## config.mk

```make
export PLATFORM = sky130hd
export DESIGN_NAME = chdr_sid_stamp
export DESIGN_NICKNAME = d
export VERILOG_FILES = /design/src/rtl/chdr_sid_stamp.sv
export SDC_FILE = /design/constraint.sdc
export NUM_CORES = 1
export LEC_CHECK = 0
export CAP_MARGIN = 0
export CORE_ASPECT_RATIO = 1.4
export CORE_MARGIN = 3
export CORE_UTILIZATION = 54
export DETAILED_ROUTE_END_ITERATION = 12
export PLACE_DENSITY = 0.85
export SYNTH_ARGS = -nofsm -noshare
export SYNTH_HDL_FRONTEND = slang
export SYNTH_SLANG_ARGS = --single-unit
```

## constraint.sdc

```tcl
create_clock -name clk -period 2.6 [get_ports clk]
set_input_delay 0.52 -clock clk [delete_from_list [all_inputs] [get_ports clk]]
set_output_delay 0.52 -clock clk [all_outputs]
set_load 0.02 [all_outputs]
```

## src/rtl/chdr_sid_stamp.sv

```systemverilog
// CHDR transmit-side SID stamper: rewrites the header word of each packet with the
// destination SID and a running 12-bit sequence number, then registers through a 2-entry skid buffer.
module chdr_sid_stamp #(
  parameter logic [15:0] DEFAULT_SID = 16'h00A0
) (
  input  logic        clk,
  input  logic        reset,
  input  logic        clear,
  input  logic [15:0] dst_sid,
  input  logic        dst_sid_valid,
  input  logic [64:0] i_tdata,
  input  logic        i_tvalid,
  output logic        i_tready,
  output logic [64:0] o_tdata,
  output logic        o_tvalid,
  input  logic        o_tready,
  output logic [11:0] seqnum,
  output logic [15:0] count
);

  typedef enum logic {HEADER, BODY} state_t;

  state_t      state, state_next;
  logic [1:0]  occ, occ_next;
  logic [64:0] head, tail, stamped;
  logic [15:0] sid;
  logic [11:0] seq;
  logic        rst, push, pop;

  assign rst      = reset | clear;
  assign push     = i_tvalid & i_tready;
  assign pop      = o_tvalid & o_tready;
  assign o_tvalid = (occ != 2'd0);
  assign o_tdata  = head;
  assign seqnum   = seq;

  // NOTE: every variable gets a default before any branch so no latch is inferred.
  always_comb begin
    state_next = state;
    stamped    = i_tdata;
    if (state == HEADER) begin
      stamped[15:0]  = sid;
      stamped[59:48] = seq;
    end
    // tlast always returns to HEADER; any other accepted word leaves us mid-packet.
    if (push) state_next = i_tdata[64] ? HEADER : BODY;
  end

  always_comb begin
    occ_next = occ;
    case ({push, pop})
      2'b10:   occ_next = occ + 2'd1;
      2'b01:   occ_next = occ - 2'd1;
      default: occ_next = occ;
    endcase
  end

  // NOTE: sequential state uses non-blocking assignments so all flops update together.
  always_ff @(posedge clk) begin
    if (rst) begin
      state <= HEADER;
      seq   <= 12'd0;
      sid   <= DEFAULT_SID;
      count <= 16'd0;
    end else begin
      state <= state_next;
      if (push && state == HEADER) seq <= seq + 12'd1;
      // The SID register is read before this edge, so a coincident header keeps the old SID.
      if (dst_sid_valid) sid <= dst_sid;
      if (pop && head[64]) count <= count + 16'd1;
    end
  end

  // NOTE: the data registers are reset too, because o_tdata must read zero after reset/clear.
  always_ff @(posedge clk) begin
    if (rst) begin
      occ      <= 2'd0;
      i_tready <= 1'b1;
      head     <= '0;
      tail     <= '0;
    end else begin
      occ      <= occ_next;
      // Ready is derived from next occupancy and registered, isolating it from o_tready.
      i_tready <= (occ_next != 2'd2);
      case (occ)
        2'd0: if (push) head <= stamped;
        2'd1: begin
          if (push && pop)  head <= stamped;
          else if (push)    tail <= stamped;
        end
        2'd2: if (pop) head <= tail;
        default: ;
      endcase
    end
  end

endmodule

```

# After elaboration in Yosys (flattened, before gate mapping)
# Index checks and enable logic that the tools add are counted.
# totals
regBits	178
output_inout_bits	95
# classes
n_reduce_logical	8
n_eq_ne	8
muxes	8
add_sub_neg	4
bitwise	5
# ops
op	count
$mux W65	3
$pmux W65 S3	1
$add A16 B1 Y16 const B	1
$mux W16	1
$add A12 B1 Y12 const B	1
$mux W12	1
$ne A2 B2 Y1 const B	4
$eq A2 B1 Y1 const B	2
$eq A2 B2 Y1 const B	2
$pmux W2 S2	1
$reduce_and A4 Y1	1
$logic_and A1 B1 Y1	3
$reduce_and A3 Y1	1
$reduce_bool A3 Y1	1
$add A2 B1 Y2 const B	1
$and A1 B1 Y1	2
$logic_not A2 Y1	1
$not A1 Y1	2
$reduce_bool A2 Y1	1
$sub A2 B1 Y2 const B	1
$mux W1	1
$or A1 B1 Y1	1

# Longest topological paths before layout
# Gate-level depths: netlist of run 1.
# depth
ltp_word	5
depth_mapped	8
ltp_nobuf	6

# Worst setup path before layout of run 1
# Ideal clock, no wire load.
# synth_path
path_kind	reg2reg
startpoint	register occ[0]
endpoint	register head[0] (netlist: o_tdata[0])
stages_incl_launch_ff	9
t_required_ns	2.468
t_arrival_ns	1.639
synth_period_minus_slack_ns	1.772
n_path_buf	2
slack_ns	0.828
setup_ns	0.132
cell_sequence	dfxtp_1 > inv_1 > ha_1 > nand2b_4 > or3_1 > buf_2 > buf_6 > nand3_1 > a21oi_1
# synth_between
elab_chain_len	5
elab_cells_between_ends	12
cone_classes	eq/ne: 5; mux: 1; bitwise: 1; reduce/logical: 5
# synth_rtl
item	line_no	text
start, declared	24	logic [1:0] occ, occ_next;
start signal, assigned	82	occ <= occ_next;
$reduce_bool A2 Y1	33	assign o_tvalid = (occ != 2'd0);
$and A1 B1 Y1	32	assign pop = o_tvalid & o_tready;
$logic_and A1 B1 Y1	88	if (push && pop) head <= stamped;
$ne A2 B2 Y1 (no source line)	--	
$reduce_and A4 Y1 (no source line)	--	
end signal, assigned	86	2'd0: if (push) head <= stamped;
end signal, assigned	88	
end signal, assigned	91	2'd2: if (pop) head <= tail;
end, declared	25	logic [64:0] head, tail, stamped;
# Parallel ways exist; a longest one is shown, timed or not.
# A chain may end at the register's enable or synchronous reset.

# Worst setup path after layout of run 1
# layout_path
startpoint	register occ[1]
endpoint	output o_tvalid
# layout_between
elab_chain_len	1
# layout_rtl
item	line_no	text
$reduce_bool A2 Y1	33	
end, declared	15	output logic o_tvalid,
# Every way passes these cells.

==> impl_results.rst, run 1 <==
.. list-table::
   :header-rows: 1

   * - Metric
     - Value
   * - Number of DRC markers in iteration 0
     - between 200 and 300
   * - Starting density of the core
     - a little under three fifths
   * - Detailed-route wire length
     - 20,000 um
   * - Post-route DRC
     - 0
   * - Met1 Wirelength
     - 8310 um
   * - Fin worst setup slack
     - 0.156 ns
   * - Cell type with the largest total area after synthesis
     - dfxtp_1
   * - Wire length of the first global-routing pass
     - about 33,000 um
   * - Number of global-route vias before repair
     - about 6,600
   * - Worst Path Required
     - approximately 2.1 ns
   * - Pin slew with the least headroom to its limit
     - roughly 0.63 ns
   * - Cell count after synthesis
     - approximately 890
   * - Standard cell with the maximum stage delay on the critical path
     - clkdlybuf4s50_1
   * - Uppermost layer routed
     - met4
   * - Maximum number of pins on one net before global-route repair
     - between 60 and 70
   * - Part of the cycle the worst path needs
     - 94.0%
   * - Worst EP arrival
     - ~1.9 ns
   * - Floorplan Core Area
     - between 0.01 and 0.015 mm2
   * - Yosys synthesis warning count
     - 0
   * - Hold violation count in the final report
     - 0
   * - Leading post-synthesis cells by instance count
     - dfxtp_1 (178), nand2_1 (118), mux2i_1 (85)
   * - Count of cell types in the netlist
     - 45
   * - Io pins
     - between 150 and 200
   * - Resized Gates After CTS
     - 0
   * - Clk Latency, worst-skew pair
     - approximately 0.42 ns
   * - CTS sink cnt
     - approximately 180
   * - Total met2 wirelength after detailed routing
     - a little over 10,000 um
   * - Fraction of registers with async set or reset after synthesis
     - 0%
   * - Total Negative Setup Slacks
     - 0 ns
   * - # diodes
     - 0
   * - CP max stage delay
     - about 0.60 ns
   * - Post-detailed-route via-to-cell ratio
     - roughly 5.6
   * - Startpoint types
     - flip-flop
   * - Area Growth Syn to Fin
     - 31.9%
   * - Horiz. Die Dim
     - approximately 110 um
   * - Sequential area share after synthesis
     - 45.3%
   * - Post-detailed-route wirelength per cell
     - between 15 and 20 um
   * - Count of hold-fix buffers inserted at cts
     - 0
   * - CP endpoint kind
     - primary output
   * - Post-CTS Setup Bufs
     - 0
   * - Max-cap viol count
     - 0
   * - Worst setup path class
     - reg -> out
   * - Outcome
     - finished, final reports clean
   * - Number of nets with antenna violations after routing
     - 0
   * - Final estimated routing congestion in global placement
     - 0.880
   * - Placement Rows
     - 51
   * - DRT Pass-1 Iters
     - 5
   * - Clock Pin Slew Worst Setup and Hold Paths
     - approximately 0.06 ns
   * - Maximum clock path buffer count
     - 2
   * - Largest cells by area after synthesis
     - dfxtp_1 (45%), mux2i_1 (11%), nand2_1 (5.6%), a21oi_1 (4.5%), a211oi_1 (4.4%)
   * - Half-perimeter wire length after placement
     - approximately 13,000 um
   * - Flops & latches, synth
     - 178
   * - H-tree levels
     - 4
   * - Portion of synthesized cell area occupied by the leading cell type
     - about 45%
   * - Pre-CTS WS
     - between 0.2 and 0.3 ns
   * - Number of vias after detailed routing
     - between 6,000 and 7,000
   * - Synthesized Nets
     - around 1,000
   * - Total number of nets in the final design
     - between 1,000 and 1,500
   * - Power density over cell area
     - 622 mW/mm2
   * - Avg Synthesized Cell Area
     - about 8.9 um2
   * - Final min period
     - ~2.4 ns
   * - Number of flops mapped to enable cells by yosys
     - 0
   * - Overall routing resource usage
     - 25.2%
   * - Dominant cell by count in the synthesized netlist
     - dfxtp_1
   * - Max_slew headroom
     - between 50% and 60%
   * - Worst hold path type
     - reg -> reg
   * - Antenna violations before repair
     - 0
   * - Worst Clk Skew
     - about 0.01 ns
   * - Post-Synthesis Cell Area
     - 0.00786 mm2
   * - Count of port buffers added during placement
     - ~180
   * - Clk Tree Root Cell
     - clkbuf_16
   * - Number of fillers in the final layout
     - a little over 1,000
   * - Total grt overflow
     - 0
   * - Highest fanout seen on the critical path
     - 7
   * - Most used DFF post-synth
     - dfxtp_1
   * - Layout cell share with drive strength beyond 1
     - 7.69%
   * - Number of placed instances, taps included
     - about 1,200
   * - Max Freq
     - ~400 MHz
   * - Unrepaired setup endpoints after global routing
     - false
   * - Pleak
     - 0.00339 uW
   * - Total count of max-transition violations in the final report
     - 0
   * - Total clock buffers created by CTS
     - 17
   * - Worst hold margin
     - about 0.46 ns
   * - Final count of negative-setup-slack endpoints
     - 0
   * - Clock tree from TritonCTS
     - yes
   * - Worst-case vdd ir drop
     - ~0.34 mV
   * - Cell mode on critical path
     - inv_1
   * - Fin cells
     - between 1,000 and 1,500
   * - Full die area
     - approximately 0.016 mm2
   * - Height of the die
     - ~150 um
   * - Met3 wirelength from detailed routing
     - between 900 and 1000 um
   * - Core Util, Final
     - between 70 and 80%
   * - Worst-path cell chain
     - inv_1 -> ha_1 -> inv_1 -> clkdlybuf4s50_1
-- report_power, final --
group | switching [uW] | leakage (uW) | internal, uW | total, uW
sequential | 42.8 | 0.00144 | 2800 | 2840
clock | 1080 | 0.000295 | 1630 | 2710
combinational | 487 | 0.00165 | 411 | 898
total | 1610 | 0.00339 | 4840 | 6450
-- cells by family (layout without fill, tap and decap cells) --
logic type	Yosys count	count (layout)	synth area share, %
buffers and inverters	80	235	5.91
flip-flops	178	178	45.3
adder cells (fa/ha/maj)	6	6	0.955
XOR/XNOR	19	19	2.12
multiplexers	85	85	10.8
AND/OR/NAND/NOR	312	312	18.1
AO/OA/AOI/OAI	205	205	16.8
-- worst max-delay path: cells and delay by family (launching register included) --
| kind | cells | cell delay, ns |
|---|---|---|
| adder cells (fa/ha/maj) | 1 | 0.26 |
| buffers and inverters | 3 | 0.81 |
| flip-flops | 1 | 0.42 |
-- cell type report --
type / count / area [um2] / share of cell area (%)
inverter: 5 / 18.8 / 0.181
tap: 185 / 231 / 2.23
multi-input combinational: 627 / 3860 / 37.2
clock buffer: 18 / 439 / 4.24
timing repair buffer: 199 / 2070 / 20.0
sequential: 178 / 3560 / 34.4
clock inverter: 13 / 183 / 1.76
-- path summary, 6_finish.rpt --
check | cells past startpoint | endpoint | slack (ns) | from
max reg2reg | 7 | tail[5] | 0.54 | occ[0]
max | 4 | o_tvalid | 0.16 | occ[1]
min | 2 | tail[43] | 0.46 | tail[43]
min reg2reg | 2 | tail[43] | 0.46 | tail[43]
-- layout by cell type (no fill, tap or decap), types with 2 or more instances in the layout --
master           synthesis  routed
nand3_1                 34      34
nor4_1                   5       5
nand4_1                  7       7
inv_1                    5       5
nor3_1                  45      45
ha_1                     6       5
a211oi_1                46      46
or3_1                    6       6
nand2_1                118     118
nand3b_1                 2       2
bufinv_16                0       4
xor2_1                   6       6
nor2_1                  75      75
a31oi_1                  2       2
and4_1                   2       2
a41o_1                   2       2
buf_4                   13       8
and3_1                   3       3
xnor2_1                 13      13
nand4b_1                 2       2
buf_12                   0      10
a21oi_1                 70      70
clkinv_2                 0       3
inv_6                    0       2
clkinvlp_4               0       4
clkdlybuf4s50_1          0     181
a211oi_2                20      20
o21ai_0                 61      61
clkbuf_16                0      17
mux2i_1                 85      85
dfxtp_1                178     177
-- state kept, by name, indices dropped and copies added (netlist names) --
signal	count
o_tdata	65
seqnum	12
count	16
tail	65
occ	2
state	1
i_tready	1
sid	16
-- metrics by stage --
step	power, uW	cell area [um2]
2_1_floorplan	3440	7860
3_3_place_gp	3780	9750
3_5_place_dp	3800	9750
4_1_cts	6500	10400
5_1_grt	6700	10400
6_report	6450	10400
-- layer usage --
| layer | vias up | track usage [%] |
|---|---|---|
| li1 | 3402 | - |
| met1 | 3196 | 30.7 |
| met2 | 214 | 42.6 |
| met3 | 37 | 5.28 |
| met4 | 0 | 10.9 |
| met5 | - | 0 |
Power figures use the tool's default switching activity.
==> run 2: changes to the inputs <==
==> constraint.sdc (replaced) <==
create_clock -name clk -period 3.15 [get_ports clk]
set_input_delay 0.63 -clock clk [delete_from_list [all_inputs] [get_ports clk]]
set_output_delay 0.63 -clock clk [all_outputs]
set_load 0.02 [all_outputs]
==> impl_results.rst, run 2 (synthesis results as in run 1) <==
.. list-table::
   :header-rows: 1

   * - Metric
     - Value
   * - Outcome
     - finished, final reports clean (unchanged)
   * - Most common cell after layout, fill and taps aside
     - clkdlybuf4s50_1 (unchanged)
   * - Total clock buffers created by CTS
     - 17 (unchanged)
   * - Layout cell share with drive strength beyond 1
     - 7.23% (was 7.69%)
   * - Horiz. Die Dim
     - 108 um (unchanged)
   * - Clock Pin Slew Worst Setup and Hold Paths
     - 0.07 ns (was 0.06 ns)
   * - Number of vias after detailed routing
     - 6,959 (was 6,849)
   * - Io pins
     - 182 (unchanged)
   * - Startpoint types
     - flip-flop (unchanged)
   * - Reg power frac
     - 45.6% (was 44.0%)
   * - Total grt overflow
     - 0 (unchanged)
   * - Antenna violations before repair
     - 0 (unchanged)
   * - Clk Latency, worst-skew pair
     - 0.43 ns (was 0.42 ns)
   * - Core Util, Final
     - 72.8% (was 73.5%)
   * - Area Growth Syn to Fin
     - 30.6% (was 31.9%)
   * - Final count of negative-setup-slack endpoints
     - 0 (unchanged)
   * - Part of the cycle the worst path needs
     - roughly four fifths
   * - DRT Pass-1 Iters
     - 5 (unchanged)
   * - Count of port buffers added during placement
     - 181 (unchanged)
   * - Max-cap viol count
     - 0 (unchanged)
   * - Highest fanout seen on the critical path
     - 7 (unchanged)
   * - Full die area
     - 0.0161 mm2 (unchanged)
   * - Overall routing resource usage
     - 25.0% (was 25.2%)
   * - Worst Clk Skew
     - 0.0132 ns (was 0.0100 ns)
   * - Post-detailed-route via-to-cell ratio
     - 5.69 (was 5.59)
   * - GR Layer Usage met1
     - 31.2% (was 30.7%)
   * - Pleak
     - 0.00333 uW (was 0.00339 uW)
   * - # diodes
     - 0 (unchanged)
   * - Post-CTS Setup Bufs
     - 0 (unchanged)
   * - Number of DRC markers in iteration 0
     - 339 (was 294)
   * - Floorplan Core Area
     - 0.0141 mm2 (unchanged)
   * - Total number of nets in the final design
     - 1,118 (was 1,121)
   * - CP endpoint kind
     - primary output (unchanged)
   * - Post-detailed-route wirelength per cell
     - 16.5 um (was 16.3 um)
   * - Half-perimeter wire length after placement
     - 13,100 um (was 13,400 um)
   * - Total Negative Setup Slacks
     - 0 ns (unchanged)
   * - Switching power share of the total
     - 25.7% (was 25.0%)
   * - Cell mode on critical path
     - inv_1 (unchanged)
   * - Starting density of the core
     - 55.7% (unchanged)
   * - Number of placed instances, taps included
     - 1,191 (was 1,194)
   * - Worst-path cell chain
     - inv_1 -> ha_1 -> inv_1 -> clkdlybuf4s50_1 (unchanged)
   * - CTS sink cnt
     - 178 (unchanged)
   * - Placement Rows
     - 51 (unchanged)
   * - Total count of max-transition violations in the final report
     - 0 (unchanged)
   * - Post-route DRC
     - 0 (unchanged)
   * - Worst Path Required
     - 2.52 ns (was 2.08 ns)
   * - Global-route met2 utilization
     - 42.9% (was 42.6%)
   * - Worst EP arrival
     - 1.92 ns (about the same)
   * - Hold violation count in the final report
     - 0 (unchanged)
   * - P_int
     - 3830 uW (was 4840 uW)
   * - Clock share of power
     - 40.3% (was 42.0%)
   * - Wire length of the first global-routing pass
     - 32,700 um (was 32,600 um)
   * - Maximum clock path buffer count
     - 2 (unchanged)
   * - Clock tree from TritonCTS
     - yes (unchanged)
   * - Height of the die
     - 149 um (unchanged)
   * - Top Family by Delay on Critical Path
     - buffers and inverters (unchanged)
   * - Worst hold path type
     - reg -> reg (unchanged)
   * - Worst setup path class
     - reg -> out (unchanged)
   * - Combinational share of power
     - 14.1% (was 13.9%)
   * - Power density over cell area
     - 502 mW/mm2 (was 622 mW/mm2)
   * - Number of nets with antenna violations after routing
     - 0 (unchanged)
   * - Max_slew headroom
     - 38.6% (was 58.1%)
   * - Post-route cell area
     - 0.0103 mm2 (was 0.0104 mm2)
   * - Most used routing layer in global routing
     - met2 (unchanged)
   * - Standard cell with the maximum stage delay on the critical path
     - clkdlybuf4s50_1 (unchanged)
   * - Unrepaired setup endpoints after global routing
     - false (unchanged)
   * - Final min period
     - around 2.6 ns
   * - Worst-case vdd ir drop
     - 0.312 mV (was 0.338 mV)
   * - Count of hold-fix buffers inserted at cts
     - 0 (unchanged)
   * - Clk Tree Root Cell
     - clkbuf_16 (unchanged)
   * - Commonest non-fill, non-tap cells in the layout
     - clkdlybuf4s50_1 (181), dfxtp_1 (177), nand2_1 (118) (unchanged)
   * - Resized Gates After CTS
     - 0 (unchanged)
   * - Placed standard-cell area
     - 0.00969 mm2 (was 0.00975 mm2)
   * - Maximum number of pins on one net before global-route repair
     - 66 (was 67)
   * - Net switching power figure
     - 1330 uW (was 1610 uW)
   * - Number of global-route vias before repair
     - 6,619 (was 6,586)
   * - Buffer and inverter count on the worst path
     - 3 (unchanged)
   * - Fin cells
     - 1,222 (was 1,225)
   * - Global Route met3 Usage
     - 5.33% (was 5.28%)
   * - Final estimated routing congestion in global placement
     - 0.895 (was 0.880)
   * - H-tree levels
     - 4 (unchanged)
   * - Max Freq
     - around 390 MHz
   * - CP max stage delay
     - 0.60 ns (about the same)
   * - Pin slew with the least headroom to its limit
     - 0.921 ns (was 0.628 ns)
   * - Detailed-route wire length
     - 20,100 um (was 20,000 um)
-- run 2: changes by cell type in the layout (fill, tap and decap cells not counted), sizes merged --
cell and delta:
buf -3, bufinv -2, clkbuf +2, clkinv -1, inv +1
-- run 2: cell type report --
cell class / instances / area (um2)
Tap cell: 185 / 231
Timing Repair Buffer: 196 / 2010
Multi-Input combinational cell: 627 / 3860
Clock inverter: 11 / 130
Clock buffer: 20 / 447
Inverter: 5 / 18.8
Fill cell: 1050 / 3840
Sequential cell: 178 / 3560
-- run 2: worst paths after layout --
kind	from	end	slack [ns]	depth (start not counted)
hold / removal	tail[44]	tail[44]	0.46	2
hold reg to reg	tail[44]	tail[44]	0.46	2
setup reg to reg	occ[0]	tail[40]	0.90	6
setup / recovery	occ[1]	o_tvalid	0.60	4
-- run 2: metrics by stage --
stage / hold slack (ns) / worst slack [ns] / power [uW]
detailed placement: 0.448 / 0.466 / 3120
CTS: 0.457 / 0.610 / 5190
global placement: 0.441 / 0.567 / 3110
finish: 0.456 / 0.596 / 5160
floorplan: 0.436 / 1.37 / 2840
global route: 0.472 / 0.539 / 5340
-- run 2: tightest hold or removal path, stage by stage (launching register included) --
cell,delay (ns)
dfxtp_1,0.31
nand2_1,0.05
a21oi_1,0.05
-- run 2: per-layer routing --
metal | share of wire [%] | up-vias
met1 | 41 | 3319
met3 | 5.6 | 19
met2 | 51 | 228
met4 | 1.7 | 0
met5 | 0 | -
li1 | - | 3393
-- run 2: power groups by stage --
stage	combinational (uW)	clock, uW	sequential, uW
after floorplan	406	0	2440
after global placement	709	0	2400
after detailed placement	719	0	2400
after CTS	730	2110	2350
after global routing	785	2200	2360
final	729	2080	2350
==> run 3: changes to the inputs <==
--- a/config.mk
+++ b/config.mk
@@ -8,9 +8,9 @@
 export CAP_MARGIN = 0
 export CORE_ASPECT_RATIO = 1.4
 export CORE_MARGIN = 3
-export CORE_UTILIZATION = 54
+export CORE_UTILIZATION = 45
 export DETAILED_ROUTE_END_ITERATION = 12
-export PLACE_DENSITY = 0.85
+export PLACE_DENSITY = 0.76
 export SYNTH_ARGS = -nofsm -noshare
 export SYNTH_HDL_FRONTEND = slang
 export SYNTH_SLANG_ARGS = --single-unit
==> constraint.sdc (replaced) <==
create_clock -name clk -period 2.3 [get_ports clk]
set_input_delay 0.46 -clock clk [delete_from_list [all_inputs] [get_ports clk]]
set_output_delay 0.46 -clock clk [all_outputs]
set_load 0.02 [all_outputs]
==> impl_results.rst, run 3 (synthesis results as in run 1) <==
.. list-table::
   :header-rows: 1

   * - Metric
     - Value
   * - DRT Pass-1 Iters
     - 5 (unchanged)
   * - Overall routing resource usage
     - 20.7% (was 25.0%)
   * - Placement Rows
     - 56 (was 51)
   * - Met1 Wirelength
     - 8810 um (was 8350 um)
   * - Antenna violations before repair
     - 0 (unchanged)
   * - Maximum clock path buffer count
     - 2 (unchanged)
   * - Register area
     - 0.00356 mm2 (unchanged)
   * - Unrepaired setup endpoints after global routing
     - false (unchanged)
   * - Horiz. Die Dim
     - 118 um (was 108 um)
   * - Total power draw
     - 7260 uW (was 5160 uW)
   * - Multi-input logic area
     - 0.00386 mm2 (unchanged)
   * - Number of nets with antenna violations after routing
     - 0 (unchanged)
   * - Io pins
     - 182 (unchanged)
   * - Final count of negative-setup-slack endpoints
     - 0 (unchanged)
   * - Max_slew headroom
     - 68.5% (was 38.6%)
   * - CP endpoint kind
     - primary output (unchanged)
   * - Full die area
     - 0.0191 mm2 (was 0.0161 mm2)
   * - Clk Latency, worst-skew pair
     - 0.42 ns (was 0.43 ns)
   * - Worst-case vdd ir drop
     - 0.456 mV (was 0.312 mV)
   * - Count of port buffers added during placement
     - 181 (unchanged)
   * - Total Negative Setup Slacks
     - 0 ns (unchanged)
   * - Final estimated routing congestion in global placement
     - 0.816 (was 0.895)
   * - Number of vias after detailed routing
     - 6,807 (was 6,959)
   * - Power density over cell area
     - 685 mW/mm2 (was 502 mW/mm2)
   * - Pleak
     - 0.00347 uW (was 0.00333 uW)
   * - Clk Tree Root Cell
     - clkbuf_16 (unchanged)
   * - Total clock buffers created by CTS
     - 17 (unchanged)
   * - Worst setup path class
     - reg -> out (unchanged)
   * - Total number of nets in the final design
     - 1,136 (was 1,118)
   * - Worst Path Required
     - 1.84 ns (was 2.52 ns)
   * - # diodes
     - 0 (unchanged)
   * - Final min period
     - between 2 and 2.5 ns
   * - Max Freq
     - about 470 MHz
   * - Count of hold-fix buffers inserted at cts
     - 0 (unchanged)
   * - Number of global-route vias before repair
     - 6,374 (was 6,619)
   * - Most common cell after layout, fill and taps aside
     - clkdlybuf4s50_1 (unchanged)
   * - Clock Pin Slew Worst Setup and Hold Paths
     - 0.07 ns (about the same)
   * - Worst Clk Skew
     - 0.0105 ns (was 0.0132 ns)
   * - Layout cell share with drive strength beyond 1
     - 8.91% (was 7.23%)
   * - Height of the die
     - 162 um (was 149 um)
   * - Core Util, Final
     - 62.4% (was 72.8%)
   * - CTS sink cnt
     - 178 (unchanged)
   * - Starting density of the core
     - 46.4% (was 55.7%)
   * - Worst EP arrival
     - 1.66 ns (was 1.92 ns)
   * - Pin slew with the least headroom to its limit
     - 0.473 ns (was 0.921 ns)
   * - Outcome
     - finished, final reports clean (unchanged)
   * - Post-detailed-route wirelength per cell
     - 15.7 um (was 16.5 um)
   * - Total count of max-transition violations in the final report
     - 0 (unchanged)
   * - Total met2 wirelength after detailed routing
     - 10,000 um (was 10,300 um)
   * - Half-perimeter wire length after placement
     - 13,900 um (was 13,100 um)
   * - Wire length of the first global-routing pass
     - 32,700 um (about the same)
   * - Maximum number of pins on one net before global-route repair
     - 94 (was 66)
   * - Resized Gates After CTS
     - 1 (was 0)
   * - Number of fillers in the final layout
     - 1,487 (was 1,050)
   * - Met3 wirelength from detailed routing
     - 863 um (was 1130 um)
   * - Post-route cell area
     - 0.0106 mm2 (was 0.0103 mm2)
   * - Worst hold margin
     - 0.453 ns (was 0.456 ns)
   * - Uppermost layer routed
     - met4 (unchanged)
   * - Commonest non-fill, non-tap cells in the layout
     - clkdlybuf4s50_1 (180), dfxtp_1 (177), nand2_1 (118) (was clkdlybuf4s50_1 (181), dfxtp_1 (177), nand2_1 (118))
   * - Highest fanout seen on the critical path
     - 7 (unchanged)
   * - Post-detailed-route via-to-cell ratio
     - 5.29 (was 5.69)
   * - Part of the cycle the worst path needs
     - between 90 and 100%
   * - Post-CTS Setup Bufs
     - 0 (unchanged)
   * - Hold violation count in the final report
     - 0 (unchanged)
   * - Placed standard-cell area
     - 0.00998 mm2 (was 0.00969 mm2)
   * - Startpoint types
     - flip-flop (unchanged)
   * - Post-route DRC
     - 0 (unchanged)
   * - Area Growth Syn to Fin
     - 34.7% (was 30.6%)
   * - H-tree levels
     - 4 (unchanged)
   * - Detailed-route wire length
     - 20,100 um (about the same)
   * - Floorplan Core Area
     - 0.0170 mm2 (was 0.0141 mm2)
   * - Clock tree from TritonCTS
     - yes (unchanged)
   * - Total grt overflow
     - 0 (unchanged)
   * - Max-cap viol count
     - 0 (unchanged)
   * - Number of DRC markers in iteration 0
     - 525 (was 339)
   * - Worst hold path type
     - reg -> reg (unchanged)
-- run 3: cell types whose count changed in the layout (fill, tap and decap cells not counted) --
cell	delta
clkdlybuf4s50_1	-1
clkinv_4	-1
buf_4	+10
clkbuf_1	-1
buf_12	+8
dlygate4sd2_1	+1
bufinv_16	+1
clkbuf_8	+1
-- run 3: through the flow --
step                setup WS, ns  cells
finish                     0.176   1287
floorplan                  0.528    885
detailed placement        0.0617   1256
CTS                        0.148   1287
global placement           0.150   1256
global route              0.0982   1287
-- run 3: worst paths after layout --
check                 from     endpoint  slack [ns]  cells after the start
setup reg to reg    occ[1]  o_tdata[43]        0.29                      7
hold reg to reg   tail[22]     tail[22]        0.45                      2
setup / recovery    occ[0]     o_tvalid        0.18                      4
hold / removal    tail[22]     tail[22]        0.45                      2
-- run 3: final cells by class --
class                      instances  share of cell area, %
tap                              232                   2.74
timing repair buffer             214                   21.2
inverter                           5                  0.177
clock inverter                    11                   1.43
clock buffer                      20                   4.31
sequential                       178                   33.7
multi-input combinational        627                   36.5
-- run 3: per-layer routing --
metal	vias up	GRT usage (%)
li1	3432	-
met2	180	36.0
met4	0	6.67
met3	28	4.66
met5	-	0
met1	3167	25.7
-- run 3: critical path, stage by stage, from the launching register on --
cell           delay, ns
dfxtp_1             0.31
inv_1               0.22
ha_1                0.34
inv_1               0.06
dlygate4sd2_1       0.32
-- run 3: report_power, final --
group	internal [uW]	switching, uW
clock	1770	1220
combinational	496	557
sequential	3160	47.8
total	5430	1820
